===== src/rtl/gen_sequencer_pkg.sv =====
// cgol_pkg: shared types and defaults for the Game of Life generation sequencer
package cgol_pkg;
    typedef enum logic [1:0] {S_DISP, S_SNAP, S_CALC} seq_state_t;
    localparam int DEF_WIDTH = 8;
    localparam int DEF_REGBITS = 3;
    localparam int GEN_CNT_W = 16;
endpackage


===== src/rtl/gen_sequencer_if.sv =====
// gen_sequencer_if: control, load handshake and state-file bus of the sequencer
interface gen_sequencer_if
    import cgol_pkg::*;
#(
    parameter int WIDTH = DEF_WIDTH,
    parameter int REGBITS = DEF_REGBITS
);
    logic                 run;
    logic                 step;
    logic                 load_valid;
    logic [REGBITS-1:0]   load_row;
    logic [WIDTH-1:0]     load_data;
    logic                 load_ready;
    logic [WIDTH-1:0]     new_r;
    logic [REGBITS-1:0]   addr;
    logic                 prev_we;
    logic                 cur_we;
    logic [WIDTH-1:0]     cur_wd;
    logic                 disp_en;
    logic                 busy;
    logic                 gen_done;
    logic [GEN_CNT_W-1:0] gen_count;
    modport master (
        input  run, step, load_valid, load_row, load_data, new_r,
        output load_ready, addr, prev_we, cur_we, cur_wd, disp_en, busy, gen_done, gen_count
    );
    modport slave (
        output run, step, load_valid, load_row, load_data, new_r,
        input  load_ready, addr, prev_we, cur_we, cur_wd, disp_en, busy, gen_done, gen_count
    );
endinterface


===== src/rtl/gen_sequencer_frame_timer.sv =====
// frame_timer: row scan counter and frames-per-generation counter
module frame_timer #(
    parameter int REGBITS = 3,
    parameter int FRAMES_PER_GEN = 8,
    parameter int FCNT_BITS = 6
) (
    input  logic               ph1,
    input  logic               reset,
    input  logic               stall,
    input  logic               active,
    input  logic               run,
    output logic [REGBITS-1:0] scan_addr,
    output logic               row_last,
    output logic               frame_end,
    output logic               gen_due
);
    logic [FCNT_BITS-1:0] frame_cnt;
    always_comb begin
        row_last = &scan_addr;
        frame_end = active && !stall && row_last;
        gen_due = frame_end && run && frame_cnt == FCNT_BITS'(FRAMES_PER_GEN - 1);
    end
    // the scan counter doubles as the row index of the snapshot and compute phases
    always_ff @(posedge ph1) begin
        if (reset) begin
            scan_addr <= '0;
            frame_cnt <= '0;
        end else begin
            if (!stall) scan_addr <= scan_addr + 1'b1;
            if (frame_end && run) frame_cnt <= gen_due ? '0 : frame_cnt + 1'b1;
        end
    end
endmodule


===== src/rtl/gen_sequencer.sv =====
// gen_sequencer: display scan, pattern load and two-phase generation update control
module gen_sequencer
    import cgol_pkg::*;
#(
    parameter int WIDTH = DEF_WIDTH,
    parameter int REGBITS = DEF_REGBITS,
    parameter int FRAMES_PER_GEN = 8,
    parameter int FCNT_BITS = 6
) (
    input logic ph1,
    input logic reset,
    gen_sequencer_if.master bus
);
    seq_state_t state, state_n;
    logic [REGBITS-1:0] scan_addr;
    logic row_last, frame_end, gen_due, load, enter_snap, calc_end, step_pend, gen_done;
    logic [GEN_CNT_W-1:0] gen_count;
    frame_timer #(
        .REGBITS(REGBITS),
        .FRAMES_PER_GEN(FRAMES_PER_GEN),
        .FCNT_BITS(FCNT_BITS)
    ) u_timer (
        .ph1(ph1),
        .reset(reset),
        .stall(load),
        .active(state == S_DISP),
        .run(bus.run),
        .scan_addr(scan_addr),
        .row_last(row_last),
        .frame_end(frame_end),
        .gen_due(gen_due)
    );
    always_ff @(posedge ph1) state <= reset ? S_DISP : state_n;
    // a load stretches the frame, so a due trigger simply slips to the real frame end
    always_comb begin
        load = state == S_DISP && bus.load_valid;
        state_n = state;
        if (state == S_DISP && (gen_due || (frame_end && !bus.run && step_pend))) state_n = S_SNAP;
        if (state != S_DISP && row_last) state_n = state == S_SNAP ? S_CALC : S_DISP;
        enter_snap = state == S_DISP && state_n == S_SNAP;
        calc_end = state == S_CALC && row_last;
        bus.load_ready = state == S_DISP;
        bus.addr = load ? bus.load_row : scan_addr;
        bus.prev_we = state == S_SNAP;
        bus.cur_we = load || state == S_CALC;
        bus.cur_wd = load ? bus.load_data : (state == S_CALC ? bus.new_r : WIDTH'(0));
        bus.disp_en = state == S_DISP && !load;
        bus.busy = state != S_DISP;
        bus.gen_done = gen_done;
        bus.gen_count = gen_count;
    end
    always_ff @(posedge ph1) begin
        if (reset) begin
            step_pend <= 1'b0;
            gen_done <= 1'b0;
            gen_count <= '0;
        end else begin
            step_pend <= (bus.step && !bus.run) || (step_pend && !enter_snap);
            gen_done <= calc_end;
            gen_count <= gen_count + GEN_CNT_W'(calc_end);
        end
    end
endmodule


===== src/flat_wrapper.sv =====
// flat-port wrapper written by rule: the top's interface ports become plain ports
module gen_sequencer_flat import cgol_pkg::*;
#(
    parameter int WIDTH = DEF_WIDTH,
    parameter int REGBITS = DEF_REGBITS,
    parameter int FRAMES_PER_GEN = 8,
    parameter int FCNT_BITS = 6
)
  (ph1, reset, bus_run, bus_step, bus_load_valid, bus_load_row, bus_load_data, bus_new_r, bus_load_ready, bus_addr, bus_prev_we, bus_cur_we, bus_cur_wd, bus_disp_en, bus_busy, bus_gen_done, bus_gen_count);
  gen_sequencer_if #(.WIDTH(WIDTH), .REGBITS(REGBITS)) bus_i ();
  input logic ph1;
  input logic reset;
  input wire logic [$bits(bus_i.run)-1:0] bus_run;
  input wire logic [$bits(bus_i.step)-1:0] bus_step;
  input wire logic [$bits(bus_i.load_valid)-1:0] bus_load_valid;
  input wire logic [$bits(bus_i.load_row)-1:0] bus_load_row;
  input wire logic [$bits(bus_i.load_data)-1:0] bus_load_data;
  input wire logic [$bits(bus_i.new_r)-1:0] bus_new_r;
  output wire logic [$bits(bus_i.load_ready)-1:0] bus_load_ready;
  output wire logic [$bits(bus_i.addr)-1:0] bus_addr;
  output wire logic [$bits(bus_i.prev_we)-1:0] bus_prev_we;
  output wire logic [$bits(bus_i.cur_we)-1:0] bus_cur_we;
  output wire logic [$bits(bus_i.cur_wd)-1:0] bus_cur_wd;
  output wire logic [$bits(bus_i.disp_en)-1:0] bus_disp_en;
  output wire logic [$bits(bus_i.busy)-1:0] bus_busy;
  output wire logic [$bits(bus_i.gen_done)-1:0] bus_gen_done;
  output wire logic [$bits(bus_i.gen_count)-1:0] bus_gen_count;
  assign bus_i.run = bus_run;
  assign bus_i.step = bus_step;
  assign bus_i.load_valid = bus_load_valid;
  assign bus_i.load_row = bus_load_row;
  assign bus_i.load_data = bus_load_data;
  assign bus_i.new_r = bus_new_r;
  assign bus_load_ready = bus_i.load_ready;
  assign bus_addr = bus_i.addr;
  assign bus_prev_we = bus_i.prev_we;
  assign bus_cur_we = bus_i.cur_we;
  assign bus_cur_wd = bus_i.cur_wd;
  assign bus_disp_en = bus_i.disp_en;
  assign bus_busy = bus_i.busy;
  assign bus_gen_done = bus_i.gen_done;
  assign bus_gen_count = bus_i.gen_count;
  gen_sequencer #(.WIDTH(WIDTH), .REGBITS(REGBITS), .FRAMES_PER_GEN(FRAMES_PER_GEN), .FCNT_BITS(FCNT_BITS)) u_core (.ph1(ph1), .reset(reset), .bus(bus_i));
endmodule

===== config.mk =====
export PLATFORM = sky130hd
export DESIGN_NAME = gen_sequencer_flat
export DESIGN_NICKNAME = d
export VERILOG_FILES = /design/src/rtl/gen_sequencer_pkg.sv /design/src/rtl/gen_sequencer_if.sv /design/src/rtl/gen_sequencer_frame_timer.sv /design/src/rtl/gen_sequencer.sv /design/src/flat_wrapper.sv
export SDC_FILE = /design/constraint.sdc
export NUM_CORES = 1
export LEC_CHECK = 0
export ABC_AREA = 1
export CAP_MARGIN = 15
export CORE_MARGIN = 2
export CORE_UTILIZATION = 28
export CTS_CLUSTER_DIAMETER = 30
export CTS_CLUSTER_SIZE = 24
export DETAILED_ROUTE_END_ITERATION = 7
export GPL_TIMING_DRIVEN = 0
export SYNTH_ARGS = -nofsm -noshare
export SYNTH_HDL_FRONTEND = slang
export SYNTH_SLANG_ARGS = --single-unit

===== constraint.sdc =====
create_clock -name ph1 -period 2.6 [get_ports ph1]
set_input_delay 0.52 -clock ph1 [delete_from_list [all_inputs] [get_ports ph1]]
set_output_delay 0.52 -clock ph1 [all_outputs]
set_load 0.02 [all_outputs]

Yosys cells after proc, flatten, opt, wreduce, memory -nomap -nowiden
Index checks and enable logic that the tools add are counted.
{ "totals": {"output_inout_bits": 33, "register_bits": 29, "inputBits": 24} }
{ "classes": {"reduce_logical": 22, "n_eq_ne": 4, "n_addsub": 3, "n_mux": 7} }
{ "ops": {"columns": ["operator", "count"], "rows": [
  ["$add 16x1->16", 1],
  ["$mux 8", 2],
  ["$logic_and 1x1->1", 13],
  ["$add 6x1->6 const B", 1],
  ["$eq 6x3->1 const B", 1],
  ["$mux 2", 3],
  ["$mux 6", 1],
  ["$eq 2x1->1 const B", 2],
  ["$add 3x1->3 const B", 1],
  ["$logic_not 1->1", 3],
  ["$logic_or 1x1->1", 3],
  ["$mux 3", 1],
  ["$reduce_and 3->1", 1],
  ["$eq 2x2->1 const B", 1],
  ["$logic_not 2->1", 1],
  ["$reduce_bool 2->1", 1]
]} }

Longest topological paths before layout
{ "depth": {"ltp_word": 16, "mapped_depth": 13} }

Modules after synthesis
From an unflattened synthesis, not the netlist that was laid out.
{ "unflattened": {"cells_unflattened": 246, "hier_area_um2": 1615.3} }
{ "by_module_without_submodules": {"columns": ["module", "seq_area_each_um2", "cells_each", "area_each_um2", "instances"], "rows": [
  ["gen_sequencer", 400.4, 181, 1141.1, 1],
  ["frame_timer", 180.2, 65, 474.2, 1]
]} }

Worst setup path after synthesis
OpenSTA, ideal clock, no wires.
{ "synth_timing": {"path_kind": "reg-to-reg", "startpoint": "reg u_core.u_timer.scan_addr[0]", "endpoint": "reg u_core.gen_count[10] (netlist: u_core.bus.gen_count[10])", "path_buffers": 0, "stages_incl_launch_ff": 13, "path_slack_ps": 563, "t_required_ps": 2485, "arrival_ps": 1922, "path_cell_list": "dfxtp_1 > ha_1 > ha_1 > inv_1 > nor2_1 > ha_1 > ha_1 > nand2_1 > nor2_2 > nand2_1 > nor2_1 > nand2_1 > and3_1"} }
{ "synth_via": {"elab_chain_cells": 3} }
{ "synth_lines": {"columns": ["item", "line_no", "rtl"], "rows": [
  ["from (decl)", "gen_sequencer_frame_timer.sv:12", "output logic [REGBITS-1:0] scan_addr,"],
  ["from (signal assigned)", "gen_sequencer_frame_timer.sv:29", "if (!stall) scan_addr <= scan_addr + 1'b1;"],
  ["$reduce_and 3->1", "gen_sequencer_frame_timer.sv:19", "row_last = &scan_addr;"],
  ["$logic_and 1x1->1", "gen_sequencer.sv:41", "calc_end = state == S_CALC && row_last;"],
  ["net u_core.calc_end", "gen_sequencer.sv:16", "logic row_last, frame_end, gen_due, load, enter_snap, calc_end, step_pend, gen_done;"],
  ["$add 16x1->16", "gen_sequencer.sv:60", "gen_count <= gen_count + GEN_CNT_W'(calc_end);"],
  ["to (signal assigned)", "gen_sequencer.sv:60", null],
  ["to (decl)", "gen_sequencer.sv:17", "logic [GEN_CNT_W-1:0] gen_count;"]
]} }
The timed path passes the listed nets, and every way through them passes these cells.
A chain may end at the register's enable or synchronous reset.

Worst setup path after layout
{ "layout_timing": {"startpoint": "in bus_load_valid", "endpoint": "out bus_cur_wd[7]"} }
{ "layout_via": {"elab_chain_cells": 2} }
{ "layout_lines": {"columns": ["item", "line_no", "rtl"], "rows": [
  ["from (decl)", "flat_wrapper.sv:15", "input wire logic [$bits(bus_i.load_valid)-1:0] bus_load_valid;"],
  ["$logic_and 1x1->1", "gen_sequencer.sv:36", "load = state == S_DISP && bus.load_valid;"],
  ["$mux 8", "gen_sequencer.sv:46", "bus.cur_wd = load ? bus.load_data : (state == S_CALC ? bus.new_r : WIDTH'(0));"],
  ["to (decl)", "flat_wrapper.sv:23", "output wire logic [$bits(bus_i.cur_wd)-1:0] bus_cur_wd;"]
]} }
Every way passes these cells.

==> impl_metrics.ini <==
[outcome]
status = finished, final reports clean

[setup_path]
critPathLaunchType = input port
endpoint_kind = output pin
path_max_fanout = 7
worstPathRequired_ns = 2.08
crit_arrival_ns = 2.02
critPathKind = in -> out

[timing]
tightest_slew_ns = 0.516
clock.fmax_mhz = 394
fin_crit_sh_pct = 97.6
slew_violations = 0
min_period_ns = 2.54
whs_ns = 0.488
hold_viol_final = 0
max_slew_margin_pct = 65.6
finClkSkew_ns = 0.00346
rsz0062_at_grt = false
final-setup-viol-count = 0

[logic_synthesis]
synth_warnings = 0
synth_cell_types = 28
synth_area_per_cell_um2 = 7.14
ys_seq_area_share_pct = 37.8
synth_seq_cells = 29
synthCells = 215
synth_nets = 244
syn_area_um2 = 1540

[clock_tree]
cts_tree = yes
cts_buffers = 5
post_cts_buffers = 0
root_buffer = clkbuf_8
htreeDepth = 2
path_clk_slew_ns = 0.06
ctsHoldBuffers = 0
cts_buffer_depth = 2
cts_resized = 9
clk_latency_ns = 0.28
clock-sinks = 29

[die]
die_w_um = 78.0
die_area_um2 = 6090
io_pins = 57
core-area_um2 = 5200
start_util_pct = 29.5
rows = 26
fp.dieH_um = 78.0

[finish]
syn_to_final_growth_pct = 47.6
n_antenna_cell = 0
drive_gt1_share_pct = 7.91
final_nets = 306

[drt]
via_per_inst = 4.46
drcViolationCount = 0
drt_first_pass_iters = 5
vias = 1551
wl_per_cell_um = 11.2
drt-initial-drc-count = 101
ant_nets = 0
wirelength_um = 3900

[power]
total_power_uw = 985
ir_drop_mv = 0.293
powerDensity_nw_per_um2 = 435
p_leak_nw = 0.925

[global_route]
antenna_found_initial = 0
track_usage_pct = 13.7
grt_pass1_wl_um = 6730
grt_overflow_total = 0
grt_start_max_net_pins = 11
grt_pass1_vias = 1507

[min_path]
worst_hold_path_type = reg -> reg

[placement]
port_buffers = 55
hpwl_um = 3030
place_congestion = 0.819

[run]
maxCapViolCount = 0
[through the flow]
| stage | util, % | area (um^2) | setup TNS, ns | instances | setup slack, ns |
|---|---|---|---|---|---|
| 6_report | 43.5 | 2270 | 0 | 348 | 0.0627 |
| 3_3_place_gp | 41.8 | 2170 | -0.972 | 340 | -0.130 |
| 3_5_place_dp | 41.8 | 2170 | -0.915 | 340 | -0.121 |
| 5_1_grt | 43.5 | 2270 | 0 | 348 | 0.0112 |
| 2_1_floorplan | - | 1540 | 0 | 215 | 0.563 |
| 4_1_cts | 43.5 | 2260 | 0 | 348 | 0.0521 |
[state kept, by name, summed over array words and instances, names as in the netlist]
register                  flops
u_core.state                  2
u_core.step_pend              1
u_core.u_timer.frame_cnt      6
u_core.bus.gen_done           1
u_core.u_timer.scan_addr      3
u_core.bus.gen_count         16
[final cells by class]
class                      count  area [um^2]
buffer                         5         23.8
clock buffer                   7         96.3
clock inverter                 1         5.00
fill                         551         2940
inverter                      30          113
multi-input combinational    151          818
sequential                    29          581
tap                           70         87.6
timing repair buffer          55          542
[synthesized netlist by cell type]
| cell type | instances | share of area (%) |
|---|---|---|
| nand3_2 | 1 | 0.65 |
| nand2_1 | 43 | 11 |
| clkbuf_1 | 3 | 0.73 |
| o21ai_0 | 11 | 3.6 |
| inv_1 | 27 | 6.6 |
| or2_1 | 1 | 0.41 |
| buf_4 | 1 | 0.49 |
| o21a_1 | 2 | 0.98 |
| ha_1 | 5 | 4.1 |
| nand3_1 | 13 | 4.2 |
| nand2_2 | 1 | 0.41 |
| nor2_8 | 1 | 1.3 |
| nand3b_1 | 1 | 0.49 |
| nand4_1 | 4 | 1.6 |
| a32o_1 | 8 | 5.2 |
| xor2_1 | 1 | 0.57 |
| a211oi_1 | 1 | 0.49 |
| buf_2 | 1 | 0.33 |
| and3_1 | 1 | 0.41 |
| a21oi_1 | 17 | 5.5 |
| nor3_1 | 7 | 2.3 |
| dfxtp_1 | 29 | 38 |
| nand4_4 | 1 | 1.4 |
| inv_2 | 3 | 0.73 |
| or2_0 | 1 | 0.41 |
| nor2_1 | 26 | 6.4 |
| nand2_4 | 1 | 0.73 |
| nor2_2 | 4 | 1.6 |
[report_power, final]
part / leakage, nW / total, mW / switching (mW) / internal [mW]
sequential: 0.234 / 0.454 / 0.00425 / 0.450
clock: 0.0542 / 0.410 / 0.171 / 0.239
combinational: 0.637 / 0.121 / 0.0584 / 0.0630
total: 0.925 / 0.985 / 0.234 / 0.752
[cells in the final DEF (no fill, tap or decap), types with 4 or more instances in the layout]
cell	count
a21oi_1	17
inv_1	27
nor2_2	4
ha_1	5
clkbuf_8	7
dlygate4sd2_1	9
nor2_1	26
nand2_1	43
nand3_1	13
o21ai_0	11
nor3_1	7
clkdlybuf4s50_1	45
nand4_1	4
a32o_1	8
dfxtp_1	29
[logic make-up (layout without fill, tap and decap cells)]
group                    count (synthesis)  count (layout)  synth area share, %
AO/OA/AOI/OAI                           39              39                 15.8
XOR/XNOR                                 1               1                0.571
adder cells (fa/ha/maj)                  5               5                 4.07
buffers and inverters                   35              98                 8.88
flip-flops                              29              29                 37.8
AND/OR/NAND/NOR                        106             106                 32.8
[worst max-delay path, cell delays in order]
cell and delay (ns):
clkdlybuf4s50_1 0.56, nand2_4 0.10, inv_2 0.10, a32o_1 0.12
clkdlybuf4s50_1 0.61
[path summary, 6_finish.rpt]
kind / startpoint / end / slack, ns / cells past startpoint
min reg2reg: u_core.u_timer.frame_cnt[5] / u_core.u_timer.frame_cnt[5] / 0.49 / 2
max: bus_load_valid / bus_cur_wd[7] / 0.06 / 5
max reg2reg: u_core.u_timer.scan_addr[0] / u_core.bus.gen_count[10] / 0.29 / 12
min: u_core.u_timer.frame_cnt[5] / u_core.u_timer.frame_cnt[5] / 0.49 / 2
[metal layers]
metal | share of wire, % | GRT usage [%] | routed length [um] | vias up
met4 | 0.64 | 4.74 | 25 | 0
met3 | 4.0 | 3.79 | 155 | 4
met2 | 46 | 22.2 | 1810 | 30
met1 | 49 | 17.6 | 1910 | 678
met5 | 0 | 0 | 0 | -
li1 | - | - | - | 839
Power figures use the tool's default switching activity.
